File: src/rtl/abs_max_pkg.sv
// Shared widths and FSM encoding for the absolute-maximum vector scanner.
// No logic of its own; imported by abs_max_seq and absolute_value.
package abs_max_pkg;

   localparam int DATA_W_DEF = 9;
   localparam int LEN_W_DEF  = 8;

   typedef enum logic [1:0] {
      IDLE = 2'd0,
      SCAN = 2'd1,
      DONE = 2'd2
   } state_e;

endpackage

File: src/rtl/absolute_value.sv
// Combinational two's-complement magnitude, returned unsigned at the same width.
// Zero latency, no flow control; the most negative input maps to 2^(DATA_W-1).
module absolute_value
   import abs_max_pkg::*;
#(
   parameter int DATA_W = DATA_W_DEF
) (
   input  logic [DATA_W-1:0] in_dat,
   output logic [DATA_W-1:0] abs_dat
);

   localparam logic [DATA_W-1:0] ONE = {{(DATA_W-1){1'b0}}, 1'b1};

   // Negating the most negative value yields its own bit pattern, which read unsigned is the magnitude.
   assign abs_dat = in_dat[DATA_W-1] ? (~in_dat + ONE) : in_dat;

endmodule

File: src/rtl/abs_max_seq.sv
// Scans len signed samples and reports the largest magnitude and first index reaching it.
// Result valid 1 cycle after the last accepted beat; in_valid gaps stall, result holds until res_ready.
module abs_max_seq
   import abs_max_pkg::*;
#(
   parameter int DATA_W = DATA_W_DEF,
   parameter int LEN_W  = LEN_W_DEF
) (
   input  logic              clk,
   input  logic              rst,
   input  logic              start,
   input  logic [LEN_W-1:0]  len,
   output logic              busy,
   input  logic              in_valid,
   output logic              in_ready,
   input  logic [DATA_W-1:0] in_data,
   output logic              res_valid,
   input  logic              res_ready,
   output logic [DATA_W-1:0] res_max,
   output logic [LEN_W-1:0]  res_idx
);

   localparam logic [LEN_W-1:0] LEN_ONE = {{(LEN_W-1){1'b0}}, 1'b1};

   state_e              state_q, state_d;
   logic [LEN_W-1:0]    len_q, len_d;
   logic [LEN_W-1:0]    cnt_q, cnt_d;
   logic [DATA_W-1:0]   max_q, max_d;
   logic [LEN_W-1:0]    idx_q, idx_d;
   logic [DATA_W-1:0]   res_max_q, res_max_d;
   logic [LEN_W-1:0]    res_idx_q, res_idx_d;

   logic [DATA_W-1:0]   abs_dat;
   logic                beat;
   logic                upd;
   logic [DATA_W-1:0]   max_nxt;
   logic [LEN_W-1:0]    idx_nxt;
   logic                last_beat;

   absolute_value #(
      .DATA_W (DATA_W)
   ) u_abs (
      .in_dat  (in_data),
      .abs_dat (abs_dat)
   );

   assign beat      = in_valid && (state_q == SCAN);
   // Strict compare keeps the earliest index on ties.
   assign upd       = abs_dat > max_q;
   assign max_nxt   = upd ? abs_dat : max_q;
   assign idx_nxt   = upd ? cnt_q : idx_q;
   assign last_beat = (cnt_q == (len_q - LEN_ONE));

   always_comb begin
      state_d   = state_q;
      len_d     = len_q;
      cnt_d     = cnt_q;
      max_d     = max_q;
      idx_d     = idx_q;
      res_max_d = res_max_q;
      res_idx_d = res_idx_q;
      case (state_q)
         IDLE: begin
            if (start && (len != '0)) begin
               state_d = SCAN;
               len_d   = len;
               cnt_d   = '0;
               max_d   = '0;
               idx_d   = '0;
            end
         end
         SCAN: begin
            if (beat) begin
               max_d = max_nxt;
               idx_d = idx_nxt;
               cnt_d = cnt_q + LEN_ONE;
               // Result registers load only here, so they hold across the next scan.
               if (last_beat) begin
                  state_d   = DONE;
                  res_max_d = max_nxt;
                  res_idx_d = idx_nxt;
               end
            end
         end
         DONE: begin
            if (res_ready) begin
               state_d = IDLE;
            end
         end
         default: state_d = IDLE;
      endcase
   end

   always_ff @(posedge clk) begin
      if (rst) begin
         state_q   <= IDLE;
         len_q     <= '0;
         cnt_q     <= '0;
         max_q     <= '0;
         idx_q     <= '0;
         res_max_q <= '0;
         res_idx_q <= '0;
      end else begin
         state_q   <= state_d;
         len_q     <= len_d;
         cnt_q     <= cnt_d;
         max_q     <= max_d;
         idx_q     <= idx_d;
         res_max_q <= res_max_d;
         res_idx_q <= res_idx_d;
      end
   end

   assign busy      = (state_q != IDLE);
   assign in_ready  = (state_q == SCAN);
   assign res_valid = (state_q == DONE);
   assign res_max   = res_max_q;
   assign res_idx   = res_idx_q;

endmodule

File: config.mk
export PLATFORM = sky130hd
export DESIGN_NAME = abs_max_seq
export DESIGN_NICKNAME = d
export VERILOG_FILES = /design/src/rtl/abs_max_pkg.sv /design/src/rtl/absolute_value.sv /design/src/rtl/abs_max_seq.sv
export SDC_FILE = /design/constraint.sdc
export NUM_CORES = 1
export LEC_CHECK = 0
export ABC_CLOCK_PERIOD_IN_PS = 3700
export CORE_ASPECT_RATIO = 2
export CORE_MARGIN = 5
export CORE_UTILIZATION = 42
export CTS_CLUSTER_SIZE = 16
export DETAILED_ROUTE_END_ITERATION = 10
export HOLD_SLACK_MARGIN = 0.12
export PLACE_DENSITY_LB_ADDON = 0.05
export SLEW_MARGIN = 20
export SYNTH_ARGS = -nofsm -noshare
export SYNTH_HDL_FRONTEND = slang
export SYNTH_SLANG_ARGS = --single-unit
File: constraint.sdc
create_clock -name clk -period 3.7 [get_ports clk]
set_input_delay 0.37 -clock clk [delete_from_list [all_inputs] [get_ports clk]]
set_output_delay 0.37 -clock clk [all_outputs]
set_load 0.02 [all_outputs]
==> results by group <==
Finish
  – Number of nets in the final layout: ~390
  – Utilization after layout: 0.534
  – Fraction of layout instances using a drive strength above 1: 0.0623
  – N_diodes: 0
  – Fillers: 643
  – Area taken by multi-input logic gates: between 1500 and 2000 um2
  – Area of all sequential standard cells: between 1000 and 1500 um2
  – Area Growth Syn to Fin: 24.0%

Placement
  – PortBufs: 41
  – Worst setup timing slack at the placement stage: -0.181 ns
  – Final weighted congestion of routability-driven global placement: about 0.83
  – Post-DP HPWL: 5540 um

GRT
  – Antenna violations before repair: 0
  – Overflow left after global routing: 0
  – Global Route Usage Sum: 0.184
  – First-pass GRT wire length: approximately 12000 um
  – Number of global-route vias before repair: between 2000 and 2500
  – Largest net degree at the start of global routing: 24

Die
  – Overall die width: 67.1 um
  – Initial standard-cell utilization of the core: 0.431
  – Core Area: 6360 um2
  – Floorplan die height: 124 um
  – DIE AREA: 8340 um2
  – Row cnt: 41
  – # IOs: 42

Pwr
  – Maximum vdd ir drop: 0.000264 V
  – PwrDens: 397 nW/um2
  – Reported leakage power: 0.00126 uW

CTS
  – CTS root buffer: sky130_fd_sc_hd__clkbuf_16
  – Maximum clock path buffer count: 2
  – Num CTS Buffers: 5
  – Clock tree from TritonCTS: yes
  – Clock latency of the later-clocked register in the worst-skew pair: about 0.29 ns
  – Clock slew seen by the registers of the worst setup and hold paths: 0.06 ns
  – # hold bufs at CTS: 0
  – Level count of the clock H-tree: 2
  – # clock sinks: 52

STA
  – Transition time of the tightest slew-check pin: 0.724 ns
  – Post-route fraction of the period consumed by the critical path: 0.918
  – Worst Slack Setup Final: 0.303 ns
  – Max-slew headroom at the worst pin: 0.517
  – Unrepaired setup endpoints after global routing: no
  – Endpoints failing setup: 0
  – Maximum frequency from static timing analysis: slightly below 300 MHz
  – Number of endpoints with negative hold slack in the final report: 0
  – Number of pins with negative max-slew slack in the final report: 0
  – Post-layout min period: 3.40 ns
  – Max Clock Skew: 0.00854 ns

Logic synthesis
  – Count of distinct cell types in the synthesized netlist: 47
  – Warnings, synthesis: 0
  – Syn Std Cell Area: 2740 um2
  – Average footprint of a synthesized cell: approximately 8.7 um2
  – Synthesized flop and latch total: 52
  – Post-synth ARST share: 0
  – Proportion of synthesized chip area in sequential cells: 0.380
  – Most area-hungry cell type in the Yosys netlist: sky130_fd_sc_hd__dfxtp_1
  – Biggest area contributors in the synthesized netlist: sky130_fd_sc_hd__dfxtp_1 (38%), sky130_fd_sc_hd__mux2i_1 (6.9%), sky130_fd_sc_hd__ha_1 (5.5%)
  – Fraction of post-synthesis cell area in the top cell type by area: 0.380
  – Most used DFF post-synth: sky130_fd_sc_hd__dfxtp_1
  – Post-synth net total: 348
  – Gate count after technology mapping: 314
  – Post-synth EDFFs: 0

Worst setup path
  – R2R Path End: res_max[2]$_SDFFE_PP0P_
  – Launch point of the worst reg-to-reg path: len_q[0]$_SDFFE_PP0P_
  – Reg-to-reg setup timing slack: 0.86 ns
  – Worst setup path startpoint: in_data[3]
  – CP startpoint kind: primary input
  – Type of the setup path with the least slack: in -> reg
  – Type of element capturing the critical path: flop
  – Critical path endpoint: max_q[7]$_SDFFE_PP0P_
  – Endpoint arrival time on the critical path: 3.63 ns
  – Maximum net fanout on the critical path: 9
  – Required arrival time at the worst endpoint: ~3.9 ns
  – Count of cells along the worst register-to-register path: 8

Detailed routing
  – DRC Markers: 0
  – Average wire length per cell after detail routing: between 15 and 20 um
  – Via count normalized by instance count: 5.35
  – DRT iter0 DRCs: 115
  – Number of nets with antenna violations after routing: 0
  – Overall via count from detail_route: ~2300
  – Detailed Routing Iterations Pass 1: 4
  – Wirelength, routed: 7140 um

Outcome
  – Status: complete, no violations

Flow run
  – Total of max-cap violations: 0

Min path
  – Hold crit path type: reg -> reg
critical path, stage by stage:
cell and delay (ns):
sky130_fd_sc_hd__clkdlybuf4s50_1 0.48, sky130_fd_sc_hd__or3_1 0.42, sky130_fd_sc_hd__o31ai_1 0.34, sky130_fd_sc_hd__xor2_1 0.23, sky130_fd_sc_hd__inv_1 0.09, sky130_fd_sc_hd__ha_1 0.31, sky130_fd_sc_hd__nand4_1 0.14, sky130_fd_sc_hd__a211oi_1 0.38
sky130_fd_sc_hd__o21ai_2 0.13, sky130_fd_sc_hd__buf_4 0.19, sky130_fd_sc_hd__nor3_1 0.20, sky130_fd_sc_hd__buf_4 0.22, sky130_fd_sc_hd__a22o_1 0.13
layout make-up:
| type | count | area share |
|---|---|---|
| Clock inverter | 2 | 0.0103 |
| Clock buffer | 6 | 0.0379 |
| Sequential cell | 52 | 0.306 |
| Timing Repair Buffer | 50 | 0.141 |
| Inverter | 17 | 0.0188 |
| Tap cell | 86 | 0.0317 |
| Multi-Input combinational cell | 226 | 0.455 |
logic make-up (layout without fill, tap and decap cells):
group | count (synthesis) | in the layout | share of synthesized area
AOI/OAI and AO/OA | 79 | 79 | 0.198
xor gates and xnor gates | 19 | 19 | 0.0607
adders and majority gates | 12 | 12 | 0.0547
buffers and inverters | 36 | 75 | 0.0602
DFF | 52 | 52 | 0.380
muxes | 19 | 19 | 0.0693
and+or+nand+nor | 97 | 97 | 0.177
cell usage in the layout (no fill, tap or decap), types with 5 or more instances in the layout:
master and n:
sky130_fd_sc_hd__dfxtp_1 52, sky130_fd_sc_hd__nand2_1 21, sky130_fd_sc_hd__inv_1 16, sky130_fd_sc_hd__mux2i_1 19, sky130_fd_sc_hd__ha_1 12, sky130_fd_sc_hd__a21oi_1 23
sky130_fd_sc_hd__xnor2_1 8, sky130_fd_sc_hd__buf_4 9, sky130_fd_sc_hd__nor3_1 5, sky130_fd_sc_hd__xor2_1 11, sky130_fd_sc_hd__a22o_1 16, sky130_fd_sc_hd__nand4_1 5
sky130_fd_sc_hd__nor2_1 32, sky130_fd_sc_hd__o21ai_0 5, sky130_fd_sc_hd__clkdlybuf4s50_1 41, sky130_fd_sc_hd__nor2b_1 7, sky130_fd_sc_hd__a211oi_1 11, sky130_fd_sc_hd__clkbuf_16 5
sky130_fd_sc_hd__o22ai_1 7
routing by layer:
metal | track usage | routed length, um
met1 | 0.186 | 2610
met4 | 0.0825 | 205
met3 | 0.0334 | 201
met2 | 0.342 | 4120
met5 | 0 | 0
synthesized netlist by cell type, drive strengths merged, types with 8 or more instances:
cell / count
dfxtp: 52
nor2: 33
a21oi: 23
nand2: 21
mux2i: 19
a22o: 16
inv: 16
a211oi: 12
ha: 12
xor2: 11
buf: 10
clkbuf: 9
xnor2: 8
through the flow:
stage          std cells  power, uW  TNS (ns)  area, um2  hold WS [ns]
2_1_floorplan        314        755         0       2740         0.446
3_3_place_gp         431        836     -2.16       3230         0.455
3_5_place_dp         431        839     -2.72       3230         0.458
4_1_cts              439       1360         0       3390         0.468
5_1_grt              439       1420         0       3400         0.483
6_report             439       1350         0       3400         0.466
power by group:
| part | switching, uW | internal [uW] | total (uW) |
|---|---|---|---|
| registers | 13.9 | 570 | 584 |
| logic | 136 | 106 | 242 |
| clock network | 204 | 318 | 522 |
state kept, by name, indices dropped and copies added, names as in the netlist:
register	flops
cnt_q	8
idx_q	8
len_q	8
max_q	9
res_idx	8
res_max	9
state_q	2
repair_timing:
item / 4_1_cts / 5_1_grt
setup endpoints to repair: 0 / 16
gates resized for setup: 0 / 1
setup buffers: 0 / 0
endpoints found under the hold margin: 0 / 0
worst min path at each step:
stage          cells past startpoint                    start                 endpoint  slack [ns]
3_3_place_gp                       2  res_max[3]$_SDFFE_PP0P_  res_max[3]$_SDFFE_PP0P_        0.45
4_1_cts                            2  res_max[6]$_SDFFE_PP0P_  res_max[6]$_SDFFE_PP0P_        0.47
6_report                           2  res_max[6]$_SDFFE_PP0P_  res_max[6]$_SDFFE_PP0P_        0.47
3_5_place_dp                       2  res_max[6]$_SDFFE_PP0P_  res_max[6]$_SDFFE_PP0P_        0.46
2_1_floorplan                      1                      rst  res_max[8]$_SDFFE_PP0P_        0.45
5_1_grt                            2  res_max[3]$_SDFFE_PP0P_  res_max[3]$_SDFFE_PP0P_        0.48
Power figures use the tool's default switching activity.
